--- src/rtl/display_defs_pkg.sv ---
// Shared constants for the multiplexed 7-segment scan path:
// converter FSM encodings, default digit count and anode patterns.
package display_defs;

  localparam int DIGITS_DEF = 4;

  localparam logic [1:0] ST_IDLE  = 2'd0;
  localparam logic [1:0] ST_SHIFT = 2'd1;
  localparam logic [1:0] ST_DONE  = 2'd2;

  localparam logic [3:0] AN_D0  = 4'b1110;
  localparam logic [3:0] AN_D1  = 4'b1101;
  localparam logic [3:0] AN_D2  = 4'b1011;
  localparam logic [3:0] AN_D3  = 4'b0111;
  localparam logic [3:0] AN_OFF = 4'b1111;

  function automatic logic [3:0] an_pat(
    input logic [1:0] idx
  );
    logic [3:0] r;
    r = AN_D0;
    unique case (idx)
      2'd0: r = AN_D0;
      2'd1: r = AN_D1;
      2'd2: r = AN_D2;
      2'd3: r = AN_D3;
    endcase
    return r;
  endfunction

endpackage

--- src/rtl/display_scan_ctrl_bin2bcd_seq.sv ---
// Sequential shift-add-3 binary-to-BCD engine.
// One shift per cycle, IN_W shifts per conversion.
module bin2bcd_seq
  import display_defs::*;
#(
  parameter int IN_W  = 9,
  parameter int OUT_W = 16
) (
  input  logic             clk,
  input  logic             rst_n,
  input  logic             load,
  input  logic [IN_W-1:0]  bin,
  output logic             busy,
  output logic             done,
  output logic [OUT_W-1:0] bcd_out
);

  localparam int CW = $clog2(IN_W + 1);

  logic [1:0]       st_q, st_d;
  logic [IN_W-1:0]  bin_q, bin_d;
  logic [OUT_W-1:0] scr_q, scr_d;
  logic [OUT_W-1:0] adj;
  logic [CW-1:0]    cnt_q, cnt_d;

  function automatic logic [OUT_W-1:0] add3(
    input logic [OUT_W-1:0] s
  );
    logic [OUT_W-1:0] r;
    r = s;
    for (int i = 0; i < OUT_W / 4; i++) begin
      if (s[4*i +: 4] >= 4'd5)
        r[4*i +: 4] = s[4*i +: 4] + 4'd3;
    end
    return r;
  endfunction

  assign adj = add3(scr_q);

  always_comb begin
    st_d  = st_q;
    bin_d = bin_q;
    scr_d = scr_q;
    cnt_d = cnt_q;
    unique case (st_q)
      ST_IDLE: begin
        if (load) begin
          bin_d = bin;
          scr_d = '0;
          cnt_d = CW'(IN_W);
          st_d  = ST_SHIFT;
        end
      end
      ST_SHIFT: begin
        {scr_d, bin_d} = {adj, bin_q} << 1;
        cnt_d = cnt_q - CW'(1);
        if (cnt_q == CW'(1))
          st_d = ST_DONE;
      end
      ST_DONE: st_d = ST_IDLE;
      default: st_d = ST_IDLE;
    endcase
  end

  always_ff @(posedge clk or negedge rst_n) begin
    if (!rst_n) begin
      st_q  <= ST_IDLE;
      bin_q <= '0;
      scr_q <= '0;
      cnt_q <= '0;
    end else begin
      st_q  <= st_d;
      bin_q <= bin_d;
      scr_q <= scr_d;
      cnt_q <= cnt_d;
    end
  end

  // Result is stable in scr_q for the whole DONE cycle.
  assign busy    = (st_q != ST_IDLE);
  assign done    = (st_q == ST_DONE);
  assign bcd_out = scr_q;

endmodule

--- src/rtl/display_scan_ctrl.sv ---
// 4-digit 7-segment scan controller: sequential BCD conversion,
// atomic display register, digit mux. LEADING_ZERO_BLANK_EN blanks leading zeros.
module display_scan_ctrl
  import display_defs::*;
#(
  parameter int IN_W      = 9,
  parameter int DIGITS    = DIGITS_DEF,
  parameter int DIV_COUNT = 12500
) (
  input  logic              CLK_50,
  input  logic              RST_N,
  input  logic [IN_W-1:0]   in,
  input  logic              load,
  output logic              busy,
  output logic              done,
  output logic [3:0]        BCD,
  output logic [DIGITS-1:0] an_i
);

  localparam int PW = $clog2(DIV_COUNT);
  localparam int IW = $clog2(DIGITS);
  localparam int BW = 4 * DIGITS;

  logic [PW-1:0]     pre_q, pre_d;
  logic              tick;
  logic [IW-1:0]     idx_q, idx_d;
  logic [BW-1:0]     disp_q, disp_d;
  logic [BW-1:0]     conv_bcd;
  logic              conv_done;
  logic              done_q;
  logic [3:0]        bcd_q, bcd_d;
  logic [DIGITS-1:0] an_q, an_d;
  logic              blank;

  bin2bcd_seq #(
    .IN_W  (IN_W),
    .OUT_W (BW)
  ) u_conv (
    .clk     (CLK_50),
    .rst_n   (RST_N),
    .load    (load),
    .bin     (in),
    .busy    (busy),
    .done    (conv_done),
    .bcd_out (conv_bcd)
  );

  assign tick  = (pre_q == PW'(DIV_COUNT - 1));
  assign pre_d = tick ? '0 : pre_q + PW'(1);
  assign idx_d = tick ? idx_q + IW'(1) : idx_q;

  // Bypass so a slot sampled on the update edge shows the new value.
  assign disp_d = conv_done ? conv_bcd : disp_q;

`ifdef LEADING_ZERO_BLANK_EN
  assign blank = (idx_d != '0) && ((disp_d >> (4 * idx_d)) == '0);
`else
  assign blank = 1'b0;
`endif

  assign bcd_d = disp_d[4*idx_d +: 4];
  assign an_d  = blank ? AN_OFF : an_pat(idx_d);

  always_ff @(posedge CLK_50 or negedge RST_N) begin
    if (!RST_N) begin
      pre_q  <= '0;
      idx_q  <= '0;
      disp_q <= '0;
      done_q <= 1'b0;
      bcd_q  <= 4'd0;
      an_q   <= AN_D0;
    end else begin
      pre_q  <= pre_d;
      idx_q  <= idx_d;
      disp_q <= disp_d;
      done_q <= conv_done;
      bcd_q  <= bcd_d;
      an_q   <= an_d;
    end
  end

  assign done = done_q;
  assign BCD  = bcd_q;
  assign an_i = an_q;

endmodule

--- config.mk ---
export PLATFORM = sky130hd
export DESIGN_NAME = display_scan_ctrl
export DESIGN_NICKNAME = d
export VERILOG_FILES = /design/src/rtl/display_defs_pkg.sv /design/src/rtl/display_scan_ctrl_bin2bcd_seq.sv /design/src/rtl/display_scan_ctrl.sv
export SDC_FILE = /design/constraint.sdc
export NUM_CORES = 1
export LEC_CHECK = 0
export CAP_MARGIN = 40
export CORE_ASPECT_RATIO = 1.75
export CORE_MARGIN = 2
export CORE_UTILIZATION = 40
export DETAILED_ROUTE_END_ITERATION = 10
export PLACE_DENSITY = 0.66
export SETUP_SLACK_MARGIN = 0.1
export SKIP_CTS_REPAIR_TIMING = 1
export SLEW_MARGIN = 25
export SYNTH_ARGS = -nofsm -noshare
export SYNTH_HDL_FRONTEND = slang
export SYNTH_SLANG_ARGS = --single-unit
--- constraint.sdc ---
create_clock -name CLK_50 -period 2.49 [get_ports CLK_50]
set_input_delay 0.3735 -clock CLK_50 [delete_from_list [all_inputs] [get_ports CLK_50]]
set_output_delay 0.3735 -clock CLK_50 [all_outputs]
set_load 0.02 [all_outputs]
# --- Yosys cells after proc, flatten, opt, wreduce, memory -nomap -nowiden ---
# Cells that the tools add are included.
word_totals:
  regBits: 72
  input_bits: 12
  output_inout_bits: 10
  elab_cells: 54
op_classes:
  addsub: 7
  n_lt_le_gt_ge: 4
  eq_ne: 9
  shifts: 1
  mux: 17
  reduce_logical: 6
ops:
  columns: ["op", "count"]
  rows:
  - ["$mux 16", 2]
  - ["$pmux 16 s2", 1]
  - ["$pmux 9 s2", 1]
  - ["$ge 4x3->1 const B", 4]
  - ["$mux 4", 4]
  - ["$pmux 4 s4", 1]
  - ["$shiftx 16x5->4", 1]
  - ["$add 14x1->14 const B", 1]
  - ["$eq 14x14->1 const B", 1]
  - ["$mux 14", 1]
  - ["$add 4x2->4 const B", 3]
  - ["$mux 9", 1]
  - ["$pmux 4 s2", 1]
  - ["$eq 2x2->1 const B", 3]
  - ["$mux 2", 3]
  - ["$eq 2x1->1 const B", 2]
  - ["$eq 4x1->1 const B", 1]
  - ["$logic_not 2->1", 2]
  - ["$pmux 2 s2", 1]
  - ["$reduce_and 2->1", 2]
  - ["$reduce_bool 2->1", 2]
  - ["$sub 4x1->4 const B", 1]
  - ["$add 3x2->3 const B", 1]
  - ["$mux 3", 1]
  - ["3 further kinds", 3]

# --- Depth between registers and ports, before layout ---
# Gate-level depths: netlist of run 1.
logic_depth:
  depth_word: 4
  mapped_depth: 8
  ltp_nobuf: 6

# --- Hierarchy ---
# A second synthesis of run 1 with hierarchy kept.
hier_totals:
  cells_unflattened: 300
  area_unflattened_um2: 3468.3
by_module_without_submodules:
  columns: ["mod", "n_inst", "cells_per_inst", "area_per_inst_um2", "seq_area_each_um2"]
  rows:
  - ["bin2bcd_seq", 1, 177, 1741.7, 775.7]
  - ["display_scan_ctrl", 1, 123, 1726.7, 1029.7]

# --- Worst setup path before layout of run 1 ---
# No wires, ideal clock.
synth_timing:
  path_kind: "register to register"
  startpoint: "register pre_q[0]"
  endpoint: "register bcd_q[0], in the netlist BCD[0]"
  setup_time_ns: 0.101
  t_arrival_ns: 1.569
  required_time_ns: 2.389
  slack_ns: 0.820
  path_stages_with_launch: 7
  n_path_buf: 1
  period_less_slack_ns: 1.670
  cell_sequence: "dfrtp_1 ha_1 nor3b_1 nand4_2 buf_2 mux2i_1 nor4_1"
synth_between:
  elab_chain_cells: 3
synth_rtl:
  columns: ["element", "line_no", "text"]
  rows:
  - ["start, declared", "display_scan_ctrl.sv:24", "logic [PW-1:0] pre_q, pre_d;"]
  - ["start signal, assigned", "display_scan_ctrl.sv:73", "pre_q <= pre_d;"]
  - ["$eq 14x14->1", "display_scan_ctrl.sv:48", "assign tick = (pre_q == PW'(DIV_COUNT - 1));"]
  - ["$mux 2", "display_scan_ctrl.sv:50", "assign idx_d = tick ? idx_q + IW'(1) : idx_q;"]
  - ["$shiftx 16x5->4", "display_scan_ctrl.sv:61", "assign bcd_d = disp_d[4*idx_d +: 4];"]
  - ["net bcd_d[0]", "display_scan_ctrl.sv:31", "logic [3:0] bcd_q, bcd_d;"]
  - ["end signal, assigned", "display_scan_ctrl.sv:70", "bcd_q <= 4'd0;"]
  - ["end signal, assigned", "display_scan_ctrl.sv:77", "bcd_q <= bcd_d;"]
  - ["end, declared", "display_scan_ctrl.sv:31", null]
# The timed path passes the listed nets, and every way through them passes these cells.
# A chain may end at the register's enable or synchronous reset.

# --- Worst setup path after layout of run 1 ---
layout_timing:
  startpoint: "register u_conv.st_q[1]"
  endpoint: "output busy"
layout_between:
  elab_chain_cells: 1
layout_rtl:
  columns: ["element", "line_no", "text"]
  rows:
  - ["start, declared", "display_scan_ctrl_bin2bcd_seq.sv:20", "logic [1:0] st_q, st_d;"]
  - ["start signal, assigned", "display_scan_ctrl_bin2bcd_seq.sv:72", "st_q <= st_d;"]
  - ["$reduce_bool 2->1", "display_scan_ctrl_bin2bcd_seq.sv:80", "assign busy = (st_q != ST_IDLE);"]
  - ["end, declared", "display_scan_ctrl.sv:14", "output logic busy,"]
# No other way between the ends.

==> results of run 1 <==
==> layout make-up <==
class                           count  area, µm²  share of cell area (%)
Clock buffer                       12      246.5                   5.737
Timing Repair Buffer               30      272.8                   6.348
Multi-Input combinational cell    245       1723                   40.10
Sequential cell                    72       1805                   42.02
Tap cell                          120      150.1                   3.494
Inverter                           21      78.83                   1.835
Clock inverter                      4      20.02                  0.4659
==> cells in the mapped netlist (3+ instances only) <==
cell type	n	area, µm²
dfrtp_1	69	1727
o21ai_0	32	160.2
nand2_1	29	108.9
inv_1	19	71.32
a21oi_1	16	80.08
o211ai_1	15	112.6
nor2_1	14	52.55
xnor2_1	14	122.6
clkbuf_1	13	48.80
ha_1	11	137.6
mux2i_1	10	100.1
nor3b_1	9	67.56
nand2b_1	8	50.05
nand3b_1	8	60.06
nor3_1	7	35.03
nand3_1	6	30.03
o22ai_1	5	31.28
a22o_1	4	35.03
a32o_1	4	40.04
and3_1	4	25.02
buf_2	4	20.02
nor2b_1	4	25.02
o31ai_1	4	30.03
xor2_1	4	35.03
and2_1	3	18.77
dfstp_2	3	78.83
mux2_2	3	33.78
mux4_2	3	67.56
nand4_1	3	18.77
nor4_1	3	18.77
o32ai_1	3	26.28
==> metrics by stage <==
stage                     instance area [µm²]  hold slack, ps  total power, W  utilization [%]
after global routing                     4297           82.07        0.004389            47.55
after detailed placement                 4030           414.1        0.002958            44.60
after CTS                                4297           53.81        0.004140            47.55
after floorplan                          3719           77.91        0.002579                -
after global placement                   4030           405.5        0.002895            44.60
final                                    4297           44.87        0.004089            47.55
==> cell families after synthesis <==
group                      Yosys count
and+or+nand+nor                    108
AOI/OAI and AO/OA                   92
DFF                                 72
buffers and inverters               41
xor gates and xnor gates            18
muxes                               16
adders and majority gates           11
==> worst paths after layout <==
check                          startpoint  depth (start not counted)              end
max                        u_conv.st_q[1]                          2             busy
min                                 RST_N                          1  u_conv.cnt_q[2]
max reg2reg                      pre_q[0]                          6           BCD[1]
min reg2reg                    disp_q[13]                          2       disp_q[13]
max in group asynchronous           RST_N                          2          an_i[1]
min in group CLK_50            disp_q[13]                          2       disp_q[13]
==> registers in the layout (all words and copies together), names as in the netlist <==
name,cells
disp_q,16
pre_q,14
idx_q,2
u_conv.bin_q,9
u_conv.bcd_out,16
u_conv.cnt_q,4
BCD,4
an_i,4
done,1
u_conv.st_q,2
==> power groups by stage <==
stage | logic, W | registers [W] | clock network (W)
2_1_floorplan | 0.000933 | 0.00165 | 0
3_3_place_gp | 0.00119 | 0.00171 | 0
3_5_place_dp | 0.00124 | 0.00172 | 0
4_1_cts | 0.00125 | 0.00170 | 0.00119
5_1_grt | 0.00141 | 0.00174 | 0.00124
6_report | 0.00123 | 0.00171 | 0.00115
==> worst max-delay path: stages, from the launching register on <==
cell and delay [ps]:
dfrtp_1 450, or2_2 330, clkdlybuf4s50_1 550
==> layer usage <==
layer / global-route usage (%) / vias to the layer above / wire (µm)
met2: 31.58 / 57 / 4466
met3: 3.846 / 14 / 258
met5: 0 / - / 0
met1: 18.84 / 1365 / 3049
li1: - / 1328 / -
met4: 7.879 / 0 / 167
==> impl_metrics.tcl, run 1 <==
set metrics [dict create \
    synthesis.nets 381 \
    start_util_pct 41.15 \
    synth_ff_type "dfrtp_1" \
    final_antenna_net_count 0 \
    grt_max_degree 27 \
    n_antenna_cell 0 \
    synth_compound_area_share_pct 15.95 \
    worstPathArrival_ps 1670 \
    switching_share_pct 33.45 \
    fill_cells 884 \
    power.density_mw_per_mm2 951.6 \
    ctsHtreeMaxLevel 3 \
    synth-seq-area-share_pct 48.55 \
    rows 46 \
    ys_warn_count 0 \
    cts_made_buffers 9 \
    p_leak_nw 1.879 \
    routedWlPerCell_um 15.76 \
    clockBufferDepth 2 \
    antenna_found_initial 0 \
    clock_sinks 72 \
    start_kind "flop" \
    place_congestion 0.8201 \
    netlist_area_mm2 0.003719 \
    cts_tree "built" \
    synth_cell_type_count 50 \
    grt-ovfl-total 0 \
    drtIter0Drc 141 \
    cp_max_fo 9 \
    fin_nets 402 \
    clkPwrFrac_pct 28.2 \
    num_io_pins 22 \
    areaGrowthSynthToFinish_pct 15.55 \
    clk-insertion-delay-late_ps 330 \
    synth-adder-area-share_pct 3.701 \
    dp.cells 488 \
    relSlewSlack_pct 56.68 \
    ys_ff_latch 72 \
    combPwrFrac_pct 30.1 \
    synth_mux_area_share_pct 5.417 \
    synth-edff-count 0 \
    tns_ps 0 \
    grt_usage_pct 17.38 \
    fp.dieW_um 76.89 \
    ir_drop_mv 0.3956 \
    cp.required_ps 2120 \
    first_pass_iters 4 \
    viasPerCell 5.484 \
    final_common_cell "dfrtp_1" \
    worst_pin_slew_ps 649.8 \
    pre_cts_ws_ps 466.6 \
    grt_pass1_vias 2904 \
    cts-root-buf "clkbuf_16" \
    grt_setup_unrepaired "false" \
    clk_pin_slew_ps 60 \
    port_buffers 21 \
    synth_top_family_by_area "simple AND/OR/NAND/NOR gates" \
    die_h_um 131.6 \
    die-area_mm2 0.01011 \
    core_mm2 0.009036 \
    syn_inst 358 \
    seqPwrFrac_pct 41.7 \
    endpoint_kind "output pin" \
    wl_um 7942 \
    outcome "finished, final reports clean" \
    syn_area_per_cell_um2 10.39 \
    p_int_w 0.002721 \
    finalClockSkew_ps 4.733 \
    setup_viol 0 \
    switchingPower_w 0.001368 \
    maxCapViolations 0 \
    layout_min_cycle_time_ps 2040 \
    yosys.area_share.xor_xnor_pct 4.240 \
    vias 2764 \
    r2r_setup_slack_ps 480 \
    grt_pass1_wl_um 13900 \
    min_path_type "input pin to asynchronous set/reset pin" \
    synthArstFlopShare_pct 100.0 \
    remaining_drc_errors 0 \
    synthSimpleGateAreaFrac_pct 17.03 \
    slew_viol_final 0 \
    hpwlAfterDp_um 5852 \
    final_cells 504 \
    layout_common_cells "dfrtp_1, o21ai_0, nand2_1" \
    hold_violations 0 \
    fmax_ghz 0.4901 \
    drive_above_1_share_pct 10.68 \
    crit_type "flop to output pin" \
    timing.final.ws_setup_ps 449.6 \
    finalCritPeriodShare_pct 81.94 \
]
(Power assumes the default switching activity.)
==> run 2, diff against run 1 <==
==> constraint.sdc (replaced) <==
create_clock -name CLK_50 -period 2 [get_ports CLK_50]
set_input_delay 0.3 -clock CLK_50 [delete_from_list [all_inputs] [get_ports CLK_50]]
set_output_delay 0.3 -clock CLK_50 [all_outputs]
set_load 0.02 [all_outputs]
==> impl_metrics.tcl, run 2 (synthesized netlist as in run 1, its figures left out) <==
set metrics [dict create \
    drive_above_1_share_pct 13.60 \
    vias 2813 \
    layout_common_cells "dfrtp_1, o21ai_0, nand2_1" \
    r2r_setup_slack_ps 260 \
    port_buffers 21 \
    hold_violations 4 \
    die_h_um 131.6 \
    antenna_found_initial 0 \
    r2r_end "BCD[3]" \
    cts_tree "built" \
    crit_top_cell "buf_4" \
    fp.dieW_um 76.89 \
    clock_sinks 72 \
    timing.rr.start "pre_q[1]" \
    layout_min_cycle_time_ps 1740 \
    maxCapViolations 0 \
    max_stage_delay_ps 410 \
    fill_cells 860 \
    hold_slack_ps -12.59 \
    relSlewSlack_pct 56.91 \
    remaining_drc_errors 0 \
    grt_max_degree 27 \
    core_mm2 0.009036 \
    start_util_pct 41.15 \
    slew_viol_final 0 \
    regArea_mm2 0.001805 \
    drtIter0Drc 151 \
    clk_pin_slew_ps 60 \
    placed_area_mm2 0.004173 \
    grt_setup_unrepaired "false" \
    worstPathArrival_ps 1950 \
    ir_drop_mv 0.7800 \
    crit_type "flop to flop" \
    r2r.worst_path.cells 7 \
    min_path_type "input pin to asynchronous set/reset pin" \
    worst_pin_slew_ps 646.3 \
    final_antenna_net_count 0 \
    multi_input_area_mm2 0.001729 \
    grt_pass1_wl_um 13410 \
    violations "hold timing" \
    routedWlPerCell_um 15.51 \
    p_leak_nw 1.960 \
    power.density_mw_per_mm2 1166 \
    ctsHtreeMaxLevel 3 \
    fmax_ghz 0.5748 \
    cts-root-buf "clkbuf_16" \
    fin_total_pwr_w 0.005187 \
    first_pass_iters 4 \
    clk-insertion-delay-late_ps 340 \
    finalCritPeriodShare_pct 86.98 \
    grt_pass1_vias 2836 \
    n_antenna_cell 0 \
    setup_viol 0 \
    hpwlAfterDp_um 5931 \
    start_kind "flop" \
    grt_usage_pct 16.90 \
    viasPerCell 5.441 \
    cts_made_buffers 9 \
    endpoint_kind "flop" \
    crit_path_cell_trace "ha_1 -> nor3b_2 -> buf_4 -> nand4_2 -> buf_4 -> mux2i_1 -> nor4_2" \
    wl_um 8019 \
    num_io_pins 22 \
    die-area_mm2 0.01011 \
    place_congestion 0.8530 \
    areaGrowthSynthToFinish_pct 19.65 \
    slowest_stage "dfrtp_1" \
    finalClockSkew_ps 6.923 \
    fin_nets 416 \
    clockBufferDepth 2 \
    cp_max_fo 16 \
    final_area_mm2 0.004449 \
    cp.required_ps 2210 \
    grt-ovfl-total 0 \
    final_common_cell "dfrtp_1" \
    post-route-util_pct 49.24 \
    tns_ps 0 \
    rows 46 \
    outcome "complete, but fails checks" \
]
run 2: cell types whose count changed in the layout (fill, tap and decap cells not counted), moves of 2 or more:
cell	delta
clkbuf_1	+2
clkinv_2	-4
buf_4	+11
buf_12	+3
run 2: worst max-delay path by stage:
stage | slack [ps] | endpoint | depth (start not counted) | startpoint
2_1_floorplan | 330 | BCD[0] | 6 | pre_q[0]
3_3_place_gp | 170 | pre_q[7] | 5 | pre_q[1]
3_5_place_dp | 110 | pre_q[7] | 5 | pre_q[1]
4_1_cts | -60 | busy | 3 | u_conv.st_q[1]
5_1_grt | 120 | BCD[0] | 7 | pre_q[1]
6_report | 260 | BCD[3] | 7 | pre_q[1]
run 2: layer usage:
metal / vias up / GRT usage (%) / wire (µm)
met5: - / 0 / 0
met4: 0 / 11.82 / 342
met3: 25 / 2.129 / 229
met2: 61 / 30.70 / 4441
met1: 1371 / 17.53 / 3005
li1: 1356 / - / -
run 2: critical path: cells and delay by family (launching register included):
family	cells	cell delay [ps]
buffers and inverters	2	370
multiplexers	1	320
adder cells (fa/ha/maj)	1	200
flip-flops	1	410
AND/OR/NAND/NOR	3	310
run 2: layout make-up:
type	count	area share (%)
clock buffer	15	6.018
inverter	21	1.772
multi-input combinational	245	38.86
sequential	72	40.58
tap	120	3.375
timing repair buffer	44	9.393
run 2: metrics by stage:
stage	hold slack, ps	worst slack (ps)	instances
floorplan	4.409	330.2	358
global placement	361.3	170.4	502
detailed placement	361.4	114.7	502
CTS	3.312	-59.88	517
global route	27.96	121.2	517
finish	-12.59	260.3	517
run 2: power by group:
group | switching [W] | internal (W) | leakage (nW)
clock | 0.000555 | 0.000901 | 0.130
combinational | 0.000848 | 0.000779 | 0.894
sequential | 0.000284 | 0.00182 | 0.936
==> variant (flow settings as in run 1) <==
`IN_W` is set to 9 in 2 places; all go to 11.
--- a/src/rtl/display_scan_ctrl_bin2bcd_seq.sv
+++ b/src/rtl/display_scan_ctrl_bin2bcd_seq.sv
@@ -5,3 +5,3 @@
 #(
-  parameter int IN_W  = 9,
+  parameter int IN_W  = 11,
   parameter int OUT_W = 16
--- a/src/rtl/display_scan_ctrl.sv
+++ b/src/rtl/display_scan_ctrl.sv
@@ -5,3 +5,3 @@
 #(
-  parameter int IN_W      = 9,
+  parameter int IN_W      = 11,
   parameter int DIGITS    = DIGITS_DEF,
Interface: changed (resized in); port bits go from 22 to 24. The function was not compared with the original's and may differ.
==> variant against run 1 <==
  * Maximum frequency down 0.64%
  * Final area decreased by 2.1%
  * Synthesized area fell by 3.4%
  * Global-route usage is 0.32 points lower
  * Critical path type unchanged
  * Sequential cell count increased by 2
  * Setup slack got worse by 13 ps
  * Cell count down 1.8%
  * Routed wire length is 7.8% lower
  * Total power decreased by 1.4%
==> variant: results <==
[outcome]
outcome = "finished, final reports clean"

[setup_path]
timing.rr.end = "BCD[0]"
crit_fanout = 10

[power]
power.leakage_nw = 1.96
ir_drop_v = 0.000635
clkPwrFrac = 0.287

[route]
route.met2.wl_mm = 4.20
dr_wl_met3_um = 156
met1_length_mm = 2.87
post_drt_wl_per_cell_um = 14.8
vias = 2583
drt_iter0_markers = 159

[global_routing]
grt_pass1_wl_mm = 12.5
grt_usage = 0.171
grtUsageMet1 = 0.192
grt_pass1_vias = 2696
grt_util_met2 = 0.304

[timing]
finalWorstSetupSlack_ps = 436
fin_skew_ps = 7.58

[placement]
dpl.hpwl_mm = 5.32
post_dp_cell_area_sq_um = 3930
place_ws_ps = 325
post-place-cells = 480

[synthesis]
synth_seq_area_share = 0.517
synth_top_cells_by_area = "dfrtp_1 49%, ha_1 3.8%, nand2_1 3.4%"
synth_compound_area_frac = 0.141
syn-num-nets = 377
synthAdderAreaFrac = 0.0383
muxShareOfSynthArea = 0.0498

[finish]
fin_cells = 495
drive_gt1_frac = 0.103
filler_cell_count = 801
nets = 401
[variant: cell count changes after synthesis, sizes merged, moves of 5 or more]
cell           run 1  this run
a21oi             16        23
o211ai            15         0
nand3b             8         1
o21ai             32        25
xor2               4         9
nor2              14        29
[variant: cell type report]
type | count | area [sq um] | share of cell area
Sequential cell | 74 | 1860 | 0.441
Multi-Input combinational cell | 238 | 1560 | 0.372
Timing Repair Buffer | 31 | 298 | 0.0708
Clock buffer | 13 | 260 | 0.0619
Tap cell | 117 | 146 | 0.0348
Inverter | 22 | 82.6 | 0.0196
[variant: worst min-delay path by stage]
| stage | startpoint | end | slack (ps) |
|---|---|---|---|
| 2_1_floorplan | RST_N | BCD[0] | 80 |
| 3_3_place_gp | RST_N | u_conv.bin_q[1] | 390 |
| 3_5_place_dp | RST_N | u_conv.bin_q[1] | 400 |
| 4_1_cts | RST_N | u_conv.bin_q[0] | 50 |
| 5_1_grt | RST_N | u_conv.bin_q[0] | 70 |
| 6_report | RST_N | u_conv.bin_q[0] | 40 |
